### config.mk
export PLATFORM = sky130hd
export DESIGN_NAME = simmem_rburst_limiter
export DESIGN_NICKNAME = d
export VERILOG_FILES = /design/src/rtl/simmem_rburst_limiter.sv
export SDC_FILE = /design/constraint.sdc
export NUM_CORES = 1
export LEC_CHECK = 0
export CAP_MARGIN = 5
export CORE_AREA = 2 2 100 102
export DETAILED_ROUTE_END_ITERATION = 8
export DIE_AREA = 0 0 102 104
export MAX_ROUTING_LAYER = met4
export PLACE_DENSITY = 0.86
export SLEW_MARGIN = 15
export SYNTH_ARGS = -nofsm -noshare
export SYNTH_HDL_FRONTEND = slang
export SYNTH_SLANG_ARGS = --single-unit
### constraint.sdc
create_clock -name clk_i -period 5.4 [get_ports clk_i]
set_input_delay 1.08 -clock clk_i [delete_from_list [all_inputs] [get_ports clk_i]]
set_output_delay 1.08 -clock clk_i [all_outputs]
set_load 0.005 [all_outputs]
### src/rtl/simmem_rburst_limiter.sv
// simmem_rburst_limiter
//   Read-address admission limiter placed in front of the simulated memory
//   controller. Caps outstanding read bursts per AXI ID and in total, tracks
//   read-data beats against each burst's recorded length, frees a slot on the
//   last beat and generates the per-beat last flag.
//
// Ports
//   clk_i, rst_ni          clock, synchronous active-low reset
//   raddr_in_valid_i/ready_o   requester side of the read-address channel
//   raddr_id_i, raddr_burst_len_i  ID and AXI len of the offered address
//   raddr_out_valid_o/ready_i  controller side of the read-address channel
//   rdata_hs_i, rdata_id_i     observed read-data beat handshake and its ID
//   rdata_last_o           combinational: current beat closes its burst
//   outstanding_total_o    bursts currently outstanding across all IDs
//   err_unexpected_o       sticky: beat seen for an ID with nothing outstanding
module simmem_rburst_limiter #(
    parameter int unsigned NumIds    = 4,
    parameter int unsigned IdW       = 2,
    parameter int unsigned BurstLenW = 4,
    parameter int unsigned MaxPerId  = 4,
    parameter int unsigned MaxTotal  = 8,
    localparam int unsigned TotW     = $clog2(MaxTotal + 1)
) (
    input  logic                 clk_i,
    input  logic                 rst_ni,
    input  logic                 raddr_in_valid_i,
    output logic                 raddr_in_ready_o,
    input  logic [IdW-1:0]       raddr_id_i,
    input  logic [BurstLenW-1:0] raddr_burst_len_i,
    output logic                 raddr_out_valid_o,
    input  logic                 raddr_out_ready_i,
    input  logic                 rdata_hs_i,
    input  logic [IdW-1:0]       rdata_id_i,
    output logic                 rdata_last_o,
    output logic [TotW-1:0]      outstanding_total_o,
    output logic                 err_unexpected_o
);

    localparam int unsigned PtrW = (MaxPerId > 1) ? $clog2(MaxPerId) : 1;
    localparam int unsigned CntW = $clog2(MaxPerId + 1);

    logic [CntW-1:0]      cnt_q     [NumIds];
    logic [BurstLenW-1:0] beat_q    [NumIds];
    logic [PtrW-1:0]      wptr_q    [NumIds];
    logic [PtrW-1:0]      rptr_q    [NumIds];
    logic [BurstLenW-1:0] len_mem_q [NumIds][MaxPerId];
    logic [TotW-1:0]      total_q;
    logic                 err_q;

    logic                 allow;
    logic                 accept;
    logic                 rd_busy;
    logic                 rd_last;
    logic                 rd_beat;
    logic                 rd_unexp;
    logic [BurstLenW-1:0] rd_head;
    logic [NumIds-1:0]    push_vec;
    logic [NumIds-1:0]    pop_vec;
    logic [NumIds-1:0]    beat_vec;

    function automatic logic [PtrW-1:0] ptr_inc(input logic [PtrW-1:0] p);
        return (p == PtrW'(MaxPerId - 1)) ? '0 : p + 1'b1;
    endfunction

    // Admission looks only at registered counts, so a slot freed by a last
    // beat becomes usable one cycle later (no rdata -> raddr path).
    always_comb begin
        allow    = (cnt_q[raddr_id_i] < CntW'(MaxPerId)) && (total_q < TotW'(MaxTotal));
        accept   = raddr_in_valid_i && raddr_out_ready_i && allow;
        rd_busy  = (cnt_q[rdata_id_i] != '0);
        rd_head  = len_mem_q[rdata_id_i][rptr_q[rdata_id_i]];
        rd_last  = rdata_hs_i && rd_busy && (beat_q[rdata_id_i] == rd_head);
        rd_beat  = rdata_hs_i && rd_busy && !rd_last;
        rd_unexp = rdata_hs_i && !rd_busy;
        push_vec = '0;
        pop_vec  = '0;
        beat_vec = '0;
        for (int unsigned i = 0; i < NumIds; i++) begin
            push_vec[i] = accept  && (raddr_id_i == IdW'(i));
            pop_vec[i]  = rd_last && (rdata_id_i == IdW'(i));
            beat_vec[i] = rd_beat && (rdata_id_i == IdW'(i));
        end
    end

    assign raddr_out_valid_o   = raddr_in_valid_i && allow;
    assign raddr_in_ready_o    = raddr_out_ready_i && allow;
    assign rdata_last_o        = rd_last;
    assign outstanding_total_o = total_q;
    assign err_unexpected_o    = err_q;

    always_ff @(posedge clk_i) begin
        if (!rst_ni) begin
            for (int unsigned i = 0; i < NumIds; i++) begin
                cnt_q[i]  <= '0;
                beat_q[i] <= '0;
                wptr_q[i] <= '0;
                rptr_q[i] <= '0;
            end
            total_q <= '0;
            err_q   <= 1'b0;
        end else begin
            for (int unsigned i = 0; i < NumIds; i++) begin
                if (push_vec[i]) begin
                    wptr_q[i] <= ptr_inc(wptr_q[i]);
                end
                if (pop_vec[i]) begin
                    rptr_q[i] <= ptr_inc(rptr_q[i]);
                    beat_q[i] <= '0;
                end else if (beat_vec[i]) begin
                    beat_q[i] <= beat_q[i] + 1'b1;
                end
                // Push and pop on the same ID cancel out.
                if (push_vec[i] && !pop_vec[i]) begin
                    cnt_q[i] <= cnt_q[i] + 1'b1;
                end else if (pop_vec[i] && !push_vec[i]) begin
                    cnt_q[i] <= cnt_q[i] - 1'b1;
                end
            end
            if (accept && !rd_last) begin
                total_q <= total_q + 1'b1;
            end else if (rd_last && !accept) begin
                total_q <= total_q - 1'b1;
            end
            if (rd_unexp) begin
                err_q <= 1'b1;
            end
        end
    end

    // Length storage needs no reset: entries are only read behind a non-zero count.
    always_ff @(posedge clk_i) begin
        for (int unsigned i = 0; i < NumIds; i++) begin
            if (push_vec[i]) begin
                len_mem_q[i][wptr_q[i]] <= raddr_burst_len_i;
            end
        end
    end

endmodule

==> impl_metrics.yaml, run 1 <==
status:
  status: "finished, final reports clean"
worst_hold_path:
  hold-path-cell-count: 2
  min_to: "err_unexpected_o"
  min_path_type: "register to register"
  hold_path_startpoint: "err_unexpected_o"
timing:
  finalSetupViolCount: 0
  fin_skew_ns: 0.0129
  fin_setup_tns_ns: 0
  period_minus_slack_ns: 5.13
  finalCritPeriodShare: 0.951
  setup_slack_ns: 0.265
  worst_slew_pin_slew_ns: 0.853
  hold_viol_final: 0
  drv_slew: 0
  rsz0062_at_grt: "no"
  relSlewSlack: 0.430
  clock.fmax_mhz: 195
flow_run:
  max_cap_viol_count: 0
die:
  die-area_um2: 10600
  ioPinCount: 21
  core.rowCount: 36
  die_h_um: 104
  start_util: 0.591
  core_area_um2: 9550
  dieWidth_um: 102
cells_and_area:
  nets: 466
  diodes: 0
  area_growth_syn_to_layout_pct: 15.5
  layout_common_cells: "108 x edfxtp_1, 29 x ha_1, 23 x inv_1, 23 x mux4_2, 22 x nor2_1"
  final_common_cell: "edfxtp_1"
  final_cells: 565
  post_route_cells_drive_above_1_share: 0.144
critical_path:
  rr_worst_depth: 13
  cp_max_fo: 34
  path_class: "input port to primary output"
  cp_data_arrival_time_ns: 4.05
  required_ns: 4.32
  timing.rr.end: "cnt_q[1][2]"
  rrSetupSlack_ns: 1.48
  cp-end-kind: "primary output"
  startpoint_type: "input port"
  crit-reg2reg-launch: "rptr_q[2][1]"
synth:
  postSynthCellCount: 391
  avgSynthCellArea_um2: 14.4
  synth-edff-count: 108
  synth_seq_area_share: 0.592
  yosysUniqueCellTypes: 40
  syn-num-nets: 437
  synth-main-ff-cell: "edfxtp_1"
  ys_ff_latch: 113
  async_flop_share: 0
  ys_warn_count: 0
  syn-cell-area_um2: 5640
global_routing:
  grtUsageTotal: 0.233
  antenna_found_initial: 0
  grt_max_degree: 35
  grt_overflow_total: 0
  grt_pass1_wl_um: 17800
  grt_pass1_vias: 3414
detailed_routing:
  vias: 3359
  met1Wirelength_um: 4680
  dr.pass1.iters: 5
  wl_per_cell_um: 19.5
  drt-initial-drc-count: 307
  wl_met3_um: 699
  ant_nets: 0
  topRoutingLayerUsed: "met4"
  routed_wl_um: 11000
  drc_errors: 0
  vias_per_cell: 5.95
  wl_met2_um: 5480
clock_tree:
  clk-insertion-delay-late_ns: 0.52
  postCtsSetupBuffers: 0
  clkTransAtPathRegs_ns: 0.05
  cts-resized-gates: 0
  cts_sinks: 113
  h-tree-depth: 4
  cts_buffer_depth: 2
  root_buffer: "clkbuf_8"
  cts_made_buffers: 17
  cts_tree: "built"
  cts_hold_buf: 0
placed_design:
  numPlacedInstances: 534
  port-buffer-count: 20
  pre_cts_slack_ns: 0.298
  place_congestion: 0.853
  hpwl_um: 7420
power_and_ir_drop:
  ir_worst_vdd_mv: 0.208
  p_leak_nw: 2.35
  powerDensity_nw_per_um2: 348
-- layout make-up --
class                           instances  area, um^2
Fill cell                             654        3030
Tap cell                              133         166
Multi-Input combinational cell        239        2130
Clock buffer                           17         414
Sequential cell                       113        3340
Clock inverter                         14         148
Timing Repair Buffer                   25         233
Inverter                               24        90.1
-- critical path, stage by stage --
cell,delay (ns)
clkdlybuf4s50_1,0.52
buf_4,0.40
mux4_2,0.37
mux2i_1,0.21
mux2i_1,0.14
xor2_1,0.19
nor4_4,0.34
nand2_2,0.13
inv_2,0.15
clkdlybuf4s50_1,0.51
-- sequential cells by signal, indices dropped and copies added, names as in the netlist --
| signal | cells |
|---|---|
| beat_q | 16 |
| cnt_q | 12 |
| err_unexpected_o | 1 |
| len_mem_q | 64 |
| outstanding_total_o | 4 |
| rptr_q | 8 |
| wptr_q | 8 |
-- report_power, final --
part	internal, mW	switching, mW	leakage [nW]
sequential	0.987	0.0210	1.07
combinational	0.0873	0.105	1.02
clock	0.687	0.378	0.261
-- kinds of logic (layout without fill, tap and decap cells) --
family,count (synthesis),after routing,synth area share
DFF,113,113,0.592
muxes,36,36,0.115
xor gates and xnor gates,22,22,0.0341
and+or+nand+nor,127,127,0.130
adders and majority gates,33,33,0.0785
AOI/OAI and AO/OA,21,21,0.0195
buffers and inverters,39,80,0.0308
-- synth_stat cells, drive strengths merged, types with 6 or more instances --
library cell	count	area, um^2
nor3	10	50.1
edfxtp	108	3240
a21oi	11	55.1
and3	9	56.3
xnor2	12	105
and2	15	93.8
nor2	22	82.6
mux2i	13	130
xor2	10	87.6
o21ai	8	40.0
nand2	18	77.6
inv	24	90.1
mux4	23	518
nor4	13	96.3
nor2b	6	37.5
nand3	11	70.1
clkbuf	10	37.5
ha	29	363
-- per-stage QoR --
step | hold slack (ns) | power (mW) | utilization | area, um^2
CTS | 0.486 | 2.28 | 0.683 | 6520
finish | 0.484 | 2.27 | 0.683 | 6520
detailed placement | 0.469 | 1.21 | 0.624 | 5960
global placement | 0.451 | 1.21 | 0.624 | 5960
floorplan | 0.460 | 1.15 | - | 5640
global route | 0.508 | 2.33 | 0.683 | 6520
-- how the worst max path moves through the flow --
stage	startpoint	slack, ns	depth (start not counted)	end
after floorplan	rdata_id_i[0]	0.93	15	cnt_q[1][2]
after global placement	rdata_id_i[1]	0.39	15	cnt_q[1][2]
after detailed placement	rdata_id_i[1]	0.30	15	cnt_q[1][2]
after CTS	rdata_id_i[1]	0.29	9	rdata_last_o
after global routing	rdata_id_i[1]	0.10	9	rdata_last_o
final	rdata_id_i[1]	0.27	10	rdata_last_o
-- layer usage --
| layer | vias to the layer above | track usage |
|---|---|---|
| met4 | 0 | 0.0800 |
| met1 | 1687 | 0.312 |
| met5 | - | - |
| met3 | 17 | 0.0585 |
| li1 | 1522 | - |
| met2 | 133 | 0.353 |
(Power assumes the default switching activity.)
==> inputs of run 2 (changes only) <==
Settings changed: CELL_PAD_IN_SITES_DETAIL_PLACEMENT set to 0, CELL_PAD_IN_SITES_GLOBAL_PLACEMENT set to 1, CORE_AREA 2 2 100 102 to 2 2 108 110, DIE_AREA 0 0 102 104 to 0 0 110 112, PLACE_DENSITY 0.86 to 0.87.
==> run 2 against run 1 <==
Final cell count rose by 2.1%. Critical path depth did not move. Via count is 4.2% lower. Clock skew down 0.0017 ns. Global-route usage shrank 3.4 points. First-iteration DRC count decreased by 28%. Critical path type unchanged. Largest power group unchanged.
==> impl_metrics.yaml, run 2 (synthesis results as in run 1) <==
cells_and_area:
  final_cells: 577
  largest_register_ffs: 64
  layout_common_cells: "108 x edfxtp_1, 29 x ha_1, 23 x inv_1, 23 x mux4_2, 22 x nor2_1"
  area_growth_syn_to_layout_pct: 16.7
  post_route_cells_drive_above_1_share: 0.161
  diodes: 0
  final_common_cell: "edfxtp_1"
  nets: 467
timing:
  hold_viol_final: 0
  rsz0062_at_grt: "no"
  timing.hold.ws_ns: 0.498
  drv_slew: 0
  fin_skew_ns: 0.0113
  fin_setup_tns_ns: 0
  setup_slack_ns: 0.269
  worst_slew_pin_slew_ns: 0.800
  finalSetupViolCount: 0
  clock.fmax_mhz: 195
  period_minus_slack_ns: 5.13
  finalCritPeriodShare: 0.950
  relSlewSlack: 0.463
placed_design:
  numPlacedInstances: 545
  place_congestion: 0.770
  pre_cts_slack_ns: 0.254
  port-buffer-count: 20
  hpwl_um: 7570
critical_path:
  cp_max_fo: 34
  cp-end-kind: "primary output"
  path_class: "input port to primary output"
  path_cells: "clkdlybuf4s50_1, buf_4, mux4_2, mux2i_1, mux2i_1, xor2_1, nor4_4, nand2_2, inv_2, clkdlybuf4s50_1"
  crit-reg2reg-launch: "rptr_q[1][1]"
  required_ns: 4.32
  startpoint_type: "input port"
  cpPeakStageDelay_ns: 0.53
  cp_data_arrival_time_ns: 4.05
  crit_path_start: "rdata_id_i[1]"
  cpMaxStageDelayCell: "clkdlybuf4s50_1"
clock_tree:
  clk-insertion-delay-late_ns: 0.41
  clkTransAtPathRegs_ns: 0.06
  cts_sinks: 113
  cts_hold_buf: 0
  cts_buffer_depth: 2
  cts-resized-gates: 0
  cts_tree: "built"
  cts_made_buffers: 17
  root_buffer: "clkbuf_16"
  postCtsSetupBuffers: 0
  h-tree-depth: 4
global_routing:
  grt_overflow_total: 0
  grt_max_degree: 35
  antenna_found_initial: 0
  grt_use_met3: 0.0486
  busiest_layer: "met2"
  met1_usage: 0.261
  grt_pass1_vias: 3302
  grtUsageTotal: 0.199
  use_met2: 0.304
  grt_pass1_wl_um: 17500
die:
  core.rowCount: 39
  die-area_um2: 12300
  core_area_um2: 11200
  die_h_um: 112
  start_util: 0.505
  ioPinCount: 21
  dieWidth_um: 110
power_and_ir_drop:
  internal_power_mw: 1.80
  switching_share: 0.226
  powerDensity_nw_per_um2: 353
  ir_worst_vdd_mv: 0.222
  pwr-share-seq: 0.432
  comb_power_share: 0.082
  total_power_mw: 2.33
  p_leak_nw: 2.38
  p_clk_frac: 0.485
  power_switching_mw: 0.526
worst_hold_path:
  min_path_type: "register to register"
  hold_path_startpoint: "err_unexpected_o"
detailed_routing:
  drt-initial-drc-count: 220
  vias_per_cell: 5.58
  routed_wl_um: 10700
  dr.pass1.iters: 5
  drc_errors: 0
  wl_per_cell_um: 18.6
  vias: 3218
  ant_nets: 0
status:
  status: "finished, final reports clean"
flow_run:
  max_cap_viol_count: 0
[run 2: final timing paths]
| kind | cells past startpoint | end | slack (ns) |
|---|---|---|---|
| max | 10 | rdata_last_o | 0.27 |
| min | 2 | err_unexpected_o | 0.50 |
| max reg2reg | 13 | cnt_q[1][2] | 1.54 |
| min reg2reg | 2 | err_unexpected_o | 0.50 |
[run 2: critical path, delay by kind of cell]
family	cells	cell delay [ns]
buf+inv	4	1.59
mux	3	0.67
simple gates	2	0.53
xor+xnor	1	0.18
[run 2: metal layers]
| metal | up-vias | routed length, um |
|---|---|---|
| li1 | 1537 | - |
| met1 | 1601 | 4830 |
| met2 | 61 | 5330 |
| met3 | 19 | 396 |
| met4 | 0 | 164 |
| met5 | - | 0 |
[run 2: final cells by class]
type	instances	area, um^2
Fill cell	848	4590
Sequential cell	113	3340
Multi-Input combinational cell	239	2130
Clock buffer	17	425
Timing Repair Buffer	26	240
Clock inverter	15	183
Tap cell	143	179
Inverter	24	90.1
[run 2: power groups by stage]
stage	Combinational, mW	Sequential, mW	Clock, mW
after global placement	0.186	1.02	0
after global routing	0.214	1.01	1.18
after detailed placement	0.192	1.02	0
final	0.192	1.01	1.13
after floorplan	0.132	1.02	0
after CTS	0.194	1.01	1.15
[run 2: per-stage QoR]
stage,area (um^2),utilization
floorplan,5640,-
global placement,5980,0.535
detailed placement,5980,0.535
CTS,6590,0.589
global route,6590,0.589
finish,6590,0.589
